`src/rtl/sram_line_master.sv`:
```
// sram_line_master: splits one 64-bit cache line request into four paced 16-bit SRAM word accesses.
// Define SRAM_LINE_MASTER_WRAP_EN for critical-word-first ordering starting at req_addr[1:0].
module sram_line_master #(
    parameter int ACCESS_CYCLES = 2
) (
    input  logic        clk,
    input  logic        rst,
    input  logic        req,
    input  logic        req_we,
    input  logic [17:0] req_addr,
    input  logic [63:0] req_wdata,
    output logic        busy,
    output logic        done,
    output logic [63:0] rdata,
    output logic [17:0] SRAM_address,
    output logic [15:0] SRAM_write_data,
    output logic        SRAM_we,
    input  logic [15:0] SRAM_read_data
);
    localparam int CW = (ACCESS_CYCLES > 2) ? $clog2(ACCESS_CYCLES) : 1;

    if (ACCESS_CYCLES < 2) begin : g_bad_cfg
        $error("sram_line_master: ACCESS_CYCLES must be at least 2");
    end

    typedef enum logic [1:0] {IDLE, ACCESS, GAP, DONE} state_t;

    state_t        state_q, state_d;
    logic [CW-1:0] cnt_q, cnt_d;
    logic [1:0]    widx_q, widx_d;
    logic [1:0]    wcnt_q, wcnt_d;
    logic          lwe_q, lwe_d;
    logic [15:0]   base_q, base_d;
    logic [63:0]   line_q, line_d;
    logic [63:0]   rdata_q, rdata_d;
    logic [17:0]   addr_q, addr_d;
    logic [15:0]   wd_q, wd_d;
    logic          we_q, we_d;
    logic          done_q, done_d;
    logic [1:0]    start_w;
    logic          last_w;

`ifdef SRAM_LINE_MASTER_WRAP_EN
    assign start_w = req_addr[1:0];
`else
    logic unused_lo;
    assign unused_lo = ^req_addr[1:0];
    assign start_w   = 2'd0;
`endif

    assign last_w = cnt_q == CW'(ACCESS_CYCLES - 1);

    always_ff @(posedge clk) begin
        if (rst) begin
            state_q <= IDLE;
            cnt_q   <= '0;
            widx_q  <= '0;
            wcnt_q  <= '0;
            lwe_q   <= 1'b0;
            base_q  <= '0;
            line_q  <= '0;
            rdata_q <= '0;
            addr_q  <= '0;
            wd_q    <= '0;
            we_q    <= 1'b0;
            done_q  <= 1'b0;
        end else begin
            state_q <= state_d;
            cnt_q   <= cnt_d;
            widx_q  <= widx_d;
            wcnt_q  <= wcnt_d;
            lwe_q   <= lwe_d;
            base_q  <= base_d;
            line_q  <= line_d;
            rdata_q <= rdata_d;
            addr_q  <= addr_d;
            wd_q    <= wd_d;
            we_q    <= we_d;
            done_q  <= done_d;
        end
    end

    always_comb begin
        state_d = state_q;
        cnt_d   = cnt_q;
        widx_d  = widx_q;
        wcnt_d  = wcnt_q;
        lwe_d   = lwe_q;
        base_d  = base_q;
        line_d  = line_q;
        rdata_d = rdata_q;
        case (state_q)
            IDLE: if (req) begin
                state_d = ACCESS;
                lwe_d   = req_we;
                base_d  = req_addr[17:2];
                widx_d  = start_w;
                line_d  = req_wdata;
                cnt_d   = '0;
                wcnt_d  = '0;
            end
            ACCESS: begin
                cnt_d = cnt_q + 1'b1;
                if (last_w) begin
                    if (!lwe_q) rdata_d[{widx_q, 4'b0} +: 16] = SRAM_read_data;
                    state_d = (wcnt_q == 2'd3) ? DONE : GAP;
                end
            end
            GAP: begin
                widx_d  = widx_q + 1'b1;
                wcnt_d  = wcnt_q + 1'b1;
                cnt_d   = '0;
                state_d = ACCESS;
            end
            default: state_d = IDLE;
        endcase
    end

    // Outputs are registered, so they are computed from the upcoming state.
    always_comb begin
        addr_d = (state_d == ACCESS || state_d == GAP) ? {base_d, widx_d} : '0;
        we_d   = (state_d == ACCESS) && lwe_d;
        wd_d   = we_d ? line_d[{widx_d, 4'b0} +: 16] : '0;
        done_d = state_d == DONE;
    end

    assign busy            = state_q != IDLE;
    assign done            = done_q;
    assign rdata           = rdata_q;
    assign SRAM_address    = addr_q;
    assign SRAM_write_data = wd_q;
    assign SRAM_we         = we_q;
endmodule
```
`config.mk`:
```
export PLATFORM = sky130hd
export DESIGN_NAME = sram_line_master
export DESIGN_NICKNAME = d
export VERILOG_FILES = /design/src/rtl/sram_line_master.sv
export SDC_FILE = /design/constraint.sdc
export NUM_CORES = 1
export LEC_CHECK = 0
export CAP_MARGIN = 10
export CELL_PAD_IN_SITES_DETAIL_PLACEMENT = 0
export CELL_PAD_IN_SITES_GLOBAL_PLACEMENT = 1
export CORE_MARGIN = 3
export CORE_UTILIZATION = 38
export DETAILED_ROUTE_END_ITERATION = 16
export GPL_ROUTABILITY_DRIVEN = 0
export PLACE_DENSITY = 0.94
export SYNTH_ARGS = -nofsm -noshare
export SYNTH_HDL_FRONTEND = slang
export SYNTH_SLANG_ARGS = --single-unit
```
`constraint.sdc`:
```
create_clock -name clk -period 3.2 [get_ports clk]
set_clock_uncertainty 0.15 [all_clocks]
set_input_delay 0.32 -clock clk [delete_from_list [all_inputs] [get_ports clk]]
set_output_delay 0.32 -clock clk [all_outputs]
set_load 0.01 [all_outputs]
```
=== Yosys cells after proc, flatten, opt, wreduce, memory -nomap -nowiden ===
Cells that the tools add are included.
W data, S select, Z words.

* Flip-flop bits (word level): 188
* Latch bits: 0
* RAM bits: 0
* ROM bits: 0
* Output and inout bits: 101
* Logic and storage cells: 57
* Memories kept: 0

* Add/subtract/negate cells: 4
* Multiply operators: 0
* Div/mod/pow operators: 0
* Magnitude comparators: 0
* Equal/unequal tests: 7
* Shift operators: 3
* Mux-type cells: 17
* Bitwise operators: 3
* Reductions and logical operators: 11

{| class="wikitable"
|+ Operators by type and width
! operator !! number
|-
| $mux W64 || 2
|-
| $bwmux W64 || 1
|-
| $shift A16 B8 Y64 const A || 1
|-
| $shiftx A16 B8 Y64 || 1
|-
| $shiftx A64 B7 Y16 || 1
|-
| $mux W16 || 2
|-
| $eq A2 B2 Y1 const B || 4
|-
| $mux W2 || 4
|-
| $neg A6 Y8 || 1
|-
| $pmux W2 S2 || 2
|-
| $pmux W2 S3 || 1
|-
| $add A2 B1 Y2 const B || 2
|-
| $eq A2 B1 Y1 const B || 2
|-
| $mux W1 || 4
|-
| $reduce_and A2 Y1 || 2
|-
| $reduce_bool A2 Y1 || 2
|-
| $reduce_or A2 Y1 || 2
|-
| $not A1 Y1 || 3
|-
| $pmux W1 S3 || 1
|-
| $reduce_and A3 Y1 || 1
|-
| $reduce_bool A3 Y1 || 1
|-
| $logic_not A2 Y1 || 1
|-
| $ne A2 B2 Y1 const B || 1
|-
| $add A1 B1 Y1 const B || 1
|-
| 2 further kinds || 2
|}

=== Logic depth before layout (Yosys ltp) ===
Gate-level depths: netlist (run 1).

* Depth in word-level cells: 8
* Mapped depth: 9
* Depth with buffers taken out: 6

=== Least setup slack after synthesis (run 1) ===
OpenSTA, ideal clock, no wires.

* Path kind: register to register
* From: reg widx_q[0]
* To: reg rdata_q[53] (netlist: rdata[53])
* Library setup time: 70 ps
* Arrival: 1,939 ps
* Required time: 2,980 ps
* Setup slack: 1,041 ps
* Cell stages (with the launch flop): 7
* Buffers on the path: 1
* Clock period less this slack: 2,159 ps
* Cells stage by stage: dfxtp_1 > clkinv_1 > ha_1 > nor3_1 > buf_2 > nand3_1 > a21oi_1

* Longest elaborated chain between the ends: 3
* Elaborated cells between the ends (all ways): 4
* Those cells by class: 1 x add/sub; 2 x shift; 1 x mux

{| class="wikitable"
|+ RTL lines
! item !! RTL line !! text
|-
| start, declared || 30 || <nowiki>logic [1:0] widx_q, widx_d;</nowiki>
|-
| start signal, assigned || 70 || <nowiki>widx_q <= widx_d;</nowiki>
|-
| $neg A6 Y8 * || 105 || <nowiki>if (!lwe_q) rdata_d[{widx_q, 4'b0} +: 16] = SRAM_read_data;</nowiki>
|-
| $shiftx A16 B8 Y64 / $shift A16 B8 Y64 (equally long branches) || 105 ||
|-
| $bwmux W64 * || 105 ||
|-
| end signal, assigned || 75 || <nowiki>rdata_q <= rdata_d;</nowiki>
|-
| end, declared || 35 || <nowiki>logic [63:0] rdata_q, rdata_d;</nowiki>
|}

Mark *: on every way between the ends. The rest lies on a longest branch, timed or not.
A chain may end at the register's enable or synchronous reset.

=== Final worst setup path (run 1) ===
* From: reg widx_q[0]
* To: reg wd_q[4] (netlist: SRAM_write_data[4])

* Longest elaborated chain between the ends: 3
* Elaborated cells between the ends (all ways): 4
* Those cells by class: 1 x add/sub; 1 x shift; 2 x mux

{| class="wikitable"
|+ RTL lines
! item !! RTL line !! text
|-
| $add A2 B1 Y2 / $mux W2 (equally long branches) || 110, 93 ||
|-
| $pmux W2 S2 * || 92 || <nowiki>case (state_q)</nowiki>
|-
| $shiftx A64 B7 Y16 * || 123 || <nowiki>wd_d = we_d ? line_d[{widx_d, 4'b0} +: 16] : '0;</nowiki>
|-
| end signal, assigned || 77 || <nowiki>wd_q <= wd_d;</nowiki>
|-
| end, declared || 37 || <nowiki>logic [15:0] wd_q, wd_d;</nowiki>
|}

Marks and branches as above.

==> results of run 1 <==
area by class of cell:
| class | count | area (µm²) |
|---|---|---|
| timing repair buffer | 218 | 2140 |
| multi-input combinational | 618 | 3390 |
| fill | 1815 | 8770 |
| inverter | 4 | 15.0 |
| sequential | 188 | 3760 |
| tap | 260 | 325 |
| clock inverter | 14 | 174 |
| clock buffer | 18 | 439 |
per-layer routing:
metal	wire length [µm]	track usage (%)	part of all wire, %	vias up
li1	-	-	-	3392
met1	9370	25.8	44	3259
met2	9950	31.1	46	233
met3	1740	6.86	8.1	26
met4	403	5.03	1.9	0
met5	0	0	0	-
stage by stage:
step                      utilization, %  total power [mW]  std cells  worst slack, ns
final                               53.9              5.30       1320            0.635
after global placement              50.6              3.16       1287            0.496
after CTS                           53.9              5.35       1320            0.643
after detailed placement            50.6              3.17       1287            0.464
after global routing                53.9              5.51       1320            0.474
after floorplan                        -              2.88        886             1.04
registers in the layout (all words and copies together) (netlist names):
signal	count
cnt_q	1
SRAM_we	1
base_q	16
wcnt_q	2
line_q	64
SRAM_address	18
widx_q	2
SRAM_write_data	16
lwe_q	1
state_q	2
done	1
rdata	64
power by group:
group          internal, mW  total, mW  switching, mW
Combinational         0.295      0.625          0.331
Sequential             2.44       2.49         0.0588
Clock                  1.20       2.18          0.975
logic make-up (layout without fill, tap and decap cells):
family          after synthesis  count (layout)  share of synthesized area (%)
simple gates                328             328                           18.9
buf+inv                      80             254                           4.69
flops                       188             188                           50.3
compound gates              235             235                           18.3
mux                          47              47                           6.53
fa+ha+maj                     8               8                           1.34
repair_timing:
action,in CTS,in global routing
endpoints found under the hold margin,2,0
gates resized for setup,0,0
hold buffers,1,0
cells in the final DEF (no fill, tap or decap), types with 4 or more instances in the layout:
| cell type | synthesis | routed |
|---|---|---|
| nand3_1 | 64 | 64 |
| and2_1 | 4 | 4 |
| o21ai_0 | 17 | 17 |
| o221ai_1 | 16 | 16 |
| a22o_1 | 15 | 15 |
| a21oi_1 | 148 | 148 |
| dfxtp_1 | 188 | 187 |
| mux2_2 | 15 | 15 |
| mux2i_1 | 32 | 32 |
| clkdlybuf4s50_1 | 0 | 199 |
| nor2_1 | 45 | 45 |
| inv_6 | 0 | 6 |
| o22ai_1 | 32 | 32 |
| ha_1 | 8 | 8 |
| clkbuf_16 | 0 | 17 |
| buf_4 | 2 | 18 |
| nand2_1 | 199 | 199 |
worst register-to-register path, cell delays in order (launching register included):
cell and delay (ns):
dfxtp_2 0.33, clkinv_1 0.27, ha_1 0.55, a22oi_4 0.11, nor4b_4 0.85, a22o_1 0.25
how the worst min path moves through the flow:
stage                      startpoint                     end  slack, ns
2_1_floorplan   line_q[16]$_SDFF_PP0_   line_q[16]$_SDFF_PP0_       0.30
3_3_place_gp   rdata[41]$_SDFFE_PP0P_  rdata[41]$_SDFFE_PP0P_       0.29
3_5_place_dp   rdata[52]$_SDFFE_PP0P_  rdata[52]$_SDFFE_PP0P_       0.29
4_1_cts                 req_wdata[57]   line_q[57]$_SDFF_PP0_       0.27
5_1_grt                 req_wdata[60]   line_q[60]$_SDFF_PP0_       0.28
6_report                req_wdata[60]   line_q[60]$_SDFF_PP0_       0.29
==> results_dict.tcl, run 1 <==
set metrics [dict create \
    rows 50 \
    dieArea_um2 21400 \
    drive_gt1_share_pct 7.45 \
    hold_ws_ns 0.288 \
    postCtsSetupBuffers 0 \
    synth-edff-count 0 \
    synthFlopType "dfxtp_1" \
    die_y_um 146 \
    viasPerCell 5.23 \
    maxCapViolCount 0 \
    placed_area_um2 9620 \
    firstDrtPassIters 4 \
    synth.largest_area_cell "dfxtp_1" \
    wl_per_cell_um 16.3 \
    drt_wl_total_mm 21.5 \
    worst_pin_slew_ns 0.960 \
    grt_remaining_overflow 0 \
    grt_max_degree 92 \
    fin_crit_ns 2.56 \
    critical-path-slowest-cell "nor4b_4" \
    hold_viol_final 0 \
    yosys-top-cells-area "dfxtp_1 50%, nand2_1 10%, a21oi_1 9.9%" \
    clock_path_buffers 2 \
    crit_family "simple AND/OR/NAND/NOR gates" \
    status "finished clean" \
    cts_made_buffers 17 \
    ant_nets 0 \
    hp-class "in -> reg" \
    numPortBuffers 200 \
    tns_ns 0 \
    worstSetupPathType "reg -> reg" \
    crit_path_start_kind "flop" \
    leakagePower_nw 3.61 \
    worst-path-buf-inv 1 \
    drtIter0Drc 485 \
    htree_levels 4 \
    cp_max_fo 16 \
    irDropWorstVdd_mv 0.424 \
    max_freq_mhz 390 \
    powerDensity_nw_per_um2 517 \
    num_io_pins 203 \
    required_ns 3.42 \
    reg2reg_depth 5 \
    antenna_cells 0 \
    clock_latency_ns 0.42 \
    rrSetupSlack_ns 0.64 \
    cts_sinks 188 \
    clkTransAtPathRegs_ns 0.07 \
    vias 6910 \
    antenna_found_initial 0 \
    synth.distinct_cells 37 \
    grt_pass1_vias 6614 \
    cp.depth 5 \
    grt_pass1_wl_mm 34.5 \
    syn-num-nets 996 \
    clockRootBuffer "clkbuf_16" \
    r2r-start "widx_q[0]$_SDFF_PP0_" \
    ys_top_cells_by_count "199 x nand2_1, 188 x dfxtp_1, 148 x a21oi_1, 64 x nand3_1, 48 x clkbuf_1" \
    syn_to_final_growth_pct 36.8 \
    start_util_pct 39.4 \
    yosys_warnings 0 \
    timing.slew.headroom_pct 36.0 \
    avgSynthCellArea_um2 8.45 \
    cts_tree "built" \
    yosysTopAreaCellShare_pct 50.3 \
    synth.most_common_cell "nand2_1" \
    final_area_um2 10200 \
    grt_use_total_pct 19.7 \
    netlist_area_um2 7490 \
    drc 0 \
    endpoint "SRAM_write_data[4]$_SDFF_PP0_" \
    setup_viol 0 \
    ys_seq_elements 188 \
    finalCritPeriodShare_pct 80.2 \
    worst_setup_path_end_kind "flop" \
    async_reset_ff_share_pct 0 \
    whs_path_depth 3 \
    rsz0062_at_grt "no" \
    core-area_um2 19000 \
    drv_slew 0 \
    die_x_um 146 \
    crit_path_start "widx_q[0]$_SDFF_PP0_" \
    reg2reg_to "SRAM_write_data[4]$_SDFF_PP0_" \
    cp.arrival_ns 2.78 \
    synth.yosys.seq_area_share_pct 50.3 \
    postSynthCellCount 886 \
    slowest_delay_ns 0.85 \
    path_cells "clkinv_1 > ha_1 > a22oi_4 > nor4b_4 > a22o_1" \
    nNetsFinal 1157 \
    place_hpwl_mm 14.6 \
]
(Power assumes the default switching activity.)
==> inputs of run 2 (changes only) <==
CORE_UTILIZATION = 35   (was 38)
PLACE_DENSITY = 0.88   (was 0.94)
clock period = 2.6 ns   (was 3.2 ns; I/O delays follow)
==> results_dict.tcl, run 2 (synthesis gave the netlist of run 1 again) <==
set metrics [dict create \
    status "finished clean" \
    nNetsFinal 1162 \
    slowest_delay_ns 0.84 \
    critical-path-slowest-cell "nor4b_4" \
    place_hpwl_mm 14.9 \
    whs_path_depth 2 \
    min_to "base_q[7]$_SDFF_PP0_" \
    hp-class "in -> reg" \
    busiest_layer "met2" \
    required_ns 2.81 \
    clkTransAtPathRegs_ns 0.07 \
    die_y_um 152 \
    grt_remaining_overflow 0 \
    grt_use_total_pct 18.4 \
    worst_pin_slew_ns 0.940 \
    antenna_found_initial 0 \
    layoutNonFillerInstCount 1335 \
    drv_slew 0 \
    worst_setup_path_end_kind "flop" \
    antenna_cells 0 \
    drive_gt1_share_pct 7.98 \
    cts_made_buffers 17 \
    crit_path_start_kind "flop" \
    grt_pass1_vias 6454 \
    irDropWorstVdd_mv 0.436 \
    powerDensity_nw_per_um2 625 \
    cts_sinks 188 \
    vias 6794 \
    placed_area_um2 9730 \
    maxCapViolCount 0 \
    numPortBuffers 200 \
    r2r-start "widx_q[1]$_SDFF_PP0_" \
    clockRootBuffer "clkbuf_16" \
    final_area_um2 10300 \
    use_met1_pct 24.0 \
    setup_viol 0 \
    fin_crit_ns 2.34 \
    dieArea_um2 23200 \
    finalPower_mw 6.45 \
    worst-path-buf-inv 1 \
    finalCritPeriodShare_pct 89.9 \
    num_io_pins 203 \
    grtUsageMet3_pct 6.19 \
    rows 52 \
    ant_nets 0 \
    syn_to_final_growth_pct 37.8 \
    grt_max_degree 81 \
    drc 0 \
    die_x_um 152 \
    drtIter0Drc 449 \
    cp_max_fo 16 \
    reg2reg_to "SRAM_write_data[0]$_SDFF_PP0_" \
    htree_levels 4 \
    clock_path_buffers 2 \
    max_freq_mhz 428 \
    cp.arrival_ns 2.55 \
    postCtsSetupBuffers 0 \
    grtUsageMet2_pct 29.3 \
    rrSetupSlack_ns 0.26 \
    drt_wl_total_mm 21.9 \
    path_cells "inv_1 > ha_1 > a22oi_4 > nor4b_4 > a22o_1" \
    wl_per_cell_um 16.4 \
    firstDrtPassIters 4 \
    core-area_um2 20600 \
    grt_pass1_wl_mm 34.8 \
    cts_tree "built" \
    timing.slew.headroom_pct 37.0 \
    cts_hold_buf 0 \
    reg2reg_depth 5 \
    holdCritStartpoint "rst" \
    start_util_pct 36.3 \
    clock_latency_ns 0.43 \
    rsz0062_at_grt "no" \
    postCtsResizedCells 0 \
    leakagePower_nw 3.64 \
    tns_ns 0 \
    final_cell_mix "199 x nand2_1, 199 x clkdlybuf4s50_1, 187 x dfxtp_1, 148 x a21oi_1, 64 x nand3_1" \
    worstSetupPathType "reg -> reg" \
    place_inst 1303 \
    viasPerCell 5.09 \
    crit_family "simple AND/OR/NAND/NOR gates" \
    hold_viol_final 0 \
]
==> run 2: cell types whose count changed in the layout (fill, tap and decap cells not counted), sizes merged <==
cell	previous run	this run
clkinvlp	1	2
dlygate4sd3	1	0
buf	18	24
inv	10	9
clkbuf	18	17
clkinv	5	6
==> run 2: stage by stage <==
stage	util, %	hold WS, ns	setup slack [ns]
final	50.0	0.0382	0.261
after global routing	50.0	0.0309	0.0884
after CTS	50.0	0.0257	0.251
after detailed placement	47.2	0.293	0.0430
after global placement	47.2	0.288	0.0781
after floorplan	-	0.246	0.441
==> run 2: worst max-delay path by stage <==
| stage | slack, ns | end | from | cells after the start |
|---|---|---|---|---|
| finish | 0.26 | SRAM_write_data[0]$_SDFF_PP0_ | widx_q[1]$_SDFF_PP0_ | 5 |
| global route | 0.09 | SRAM_write_data[7]$_SDFF_PP0_ | state_q[1]$_SDFF_PP0_ | 6 |
| CTS | 0.25 | SRAM_write_data[0]$_SDFF_PP0_ | widx_q[1]$_SDFF_PP0_ | 5 |
| detailed placement | 0.04 | SRAM_write_data[0]$_SDFF_PP0_ | req | 6 |
| global placement | 0.08 | SRAM_write_data[2]$_SDFF_PP0_ | req | 6 |
| floorplan | 0.44 | rdata[53]$_SDFFE_PP0P_ | widx_q[0]$_SDFF_PP0_ | 6 |
==> run 2: cell type report <==
cell class                 count  area, µm²
multi-input combinational    618       3390
clock buffer                  17        425
clock inverter                15        161
timing repair buffer         223       2220
fill                        1951      10300
inverter                       4       15.0
sequential                   188       3760
tap                          270        338
==> run 2: metal layers <==
| metal | routed length (µm) | vias up |
|---|---|---|
| li1 | - | 3392 |
| met1 | 9620 | 3169 |
| met2 | 10300 | 217 |
| met3 | 1650 | 16 |
| met4 | 290 | 0 |
| met5 | 0 | - |
==> run 2: worst reg2reg max path, cell delays in order, from the launching register on <==
cell	delay [ns]
dfxtp_1	0.42
inv_1	0.11
ha_1	0.43
a22oi_4	0.09
nor4b_4	0.84
a22o_1	0.25
==> run 2: power by group <==
group,internal [mW],total [mW],switching (mW)
clock,1.44,2.59,1.15
combinational,0.379,0.794,0.414
sequential,3.00,3.07,0.0695
==> inputs of run 3 (changes only) <==
--- a/constraint.sdc
+++ b/constraint.sdc
@@ -4,2 +4,2 @@
 set_output_delay 0.26 -clock clk [all_outputs]
-set_load 0.01 [all_outputs]
+set_load 0.02 [all_outputs]
==> results of run 3 <==
Same layout as run 2 (identical final DEF). Status: finished clean.
Among the figures that moved: total power 6.45 mW -> 6.47 mW
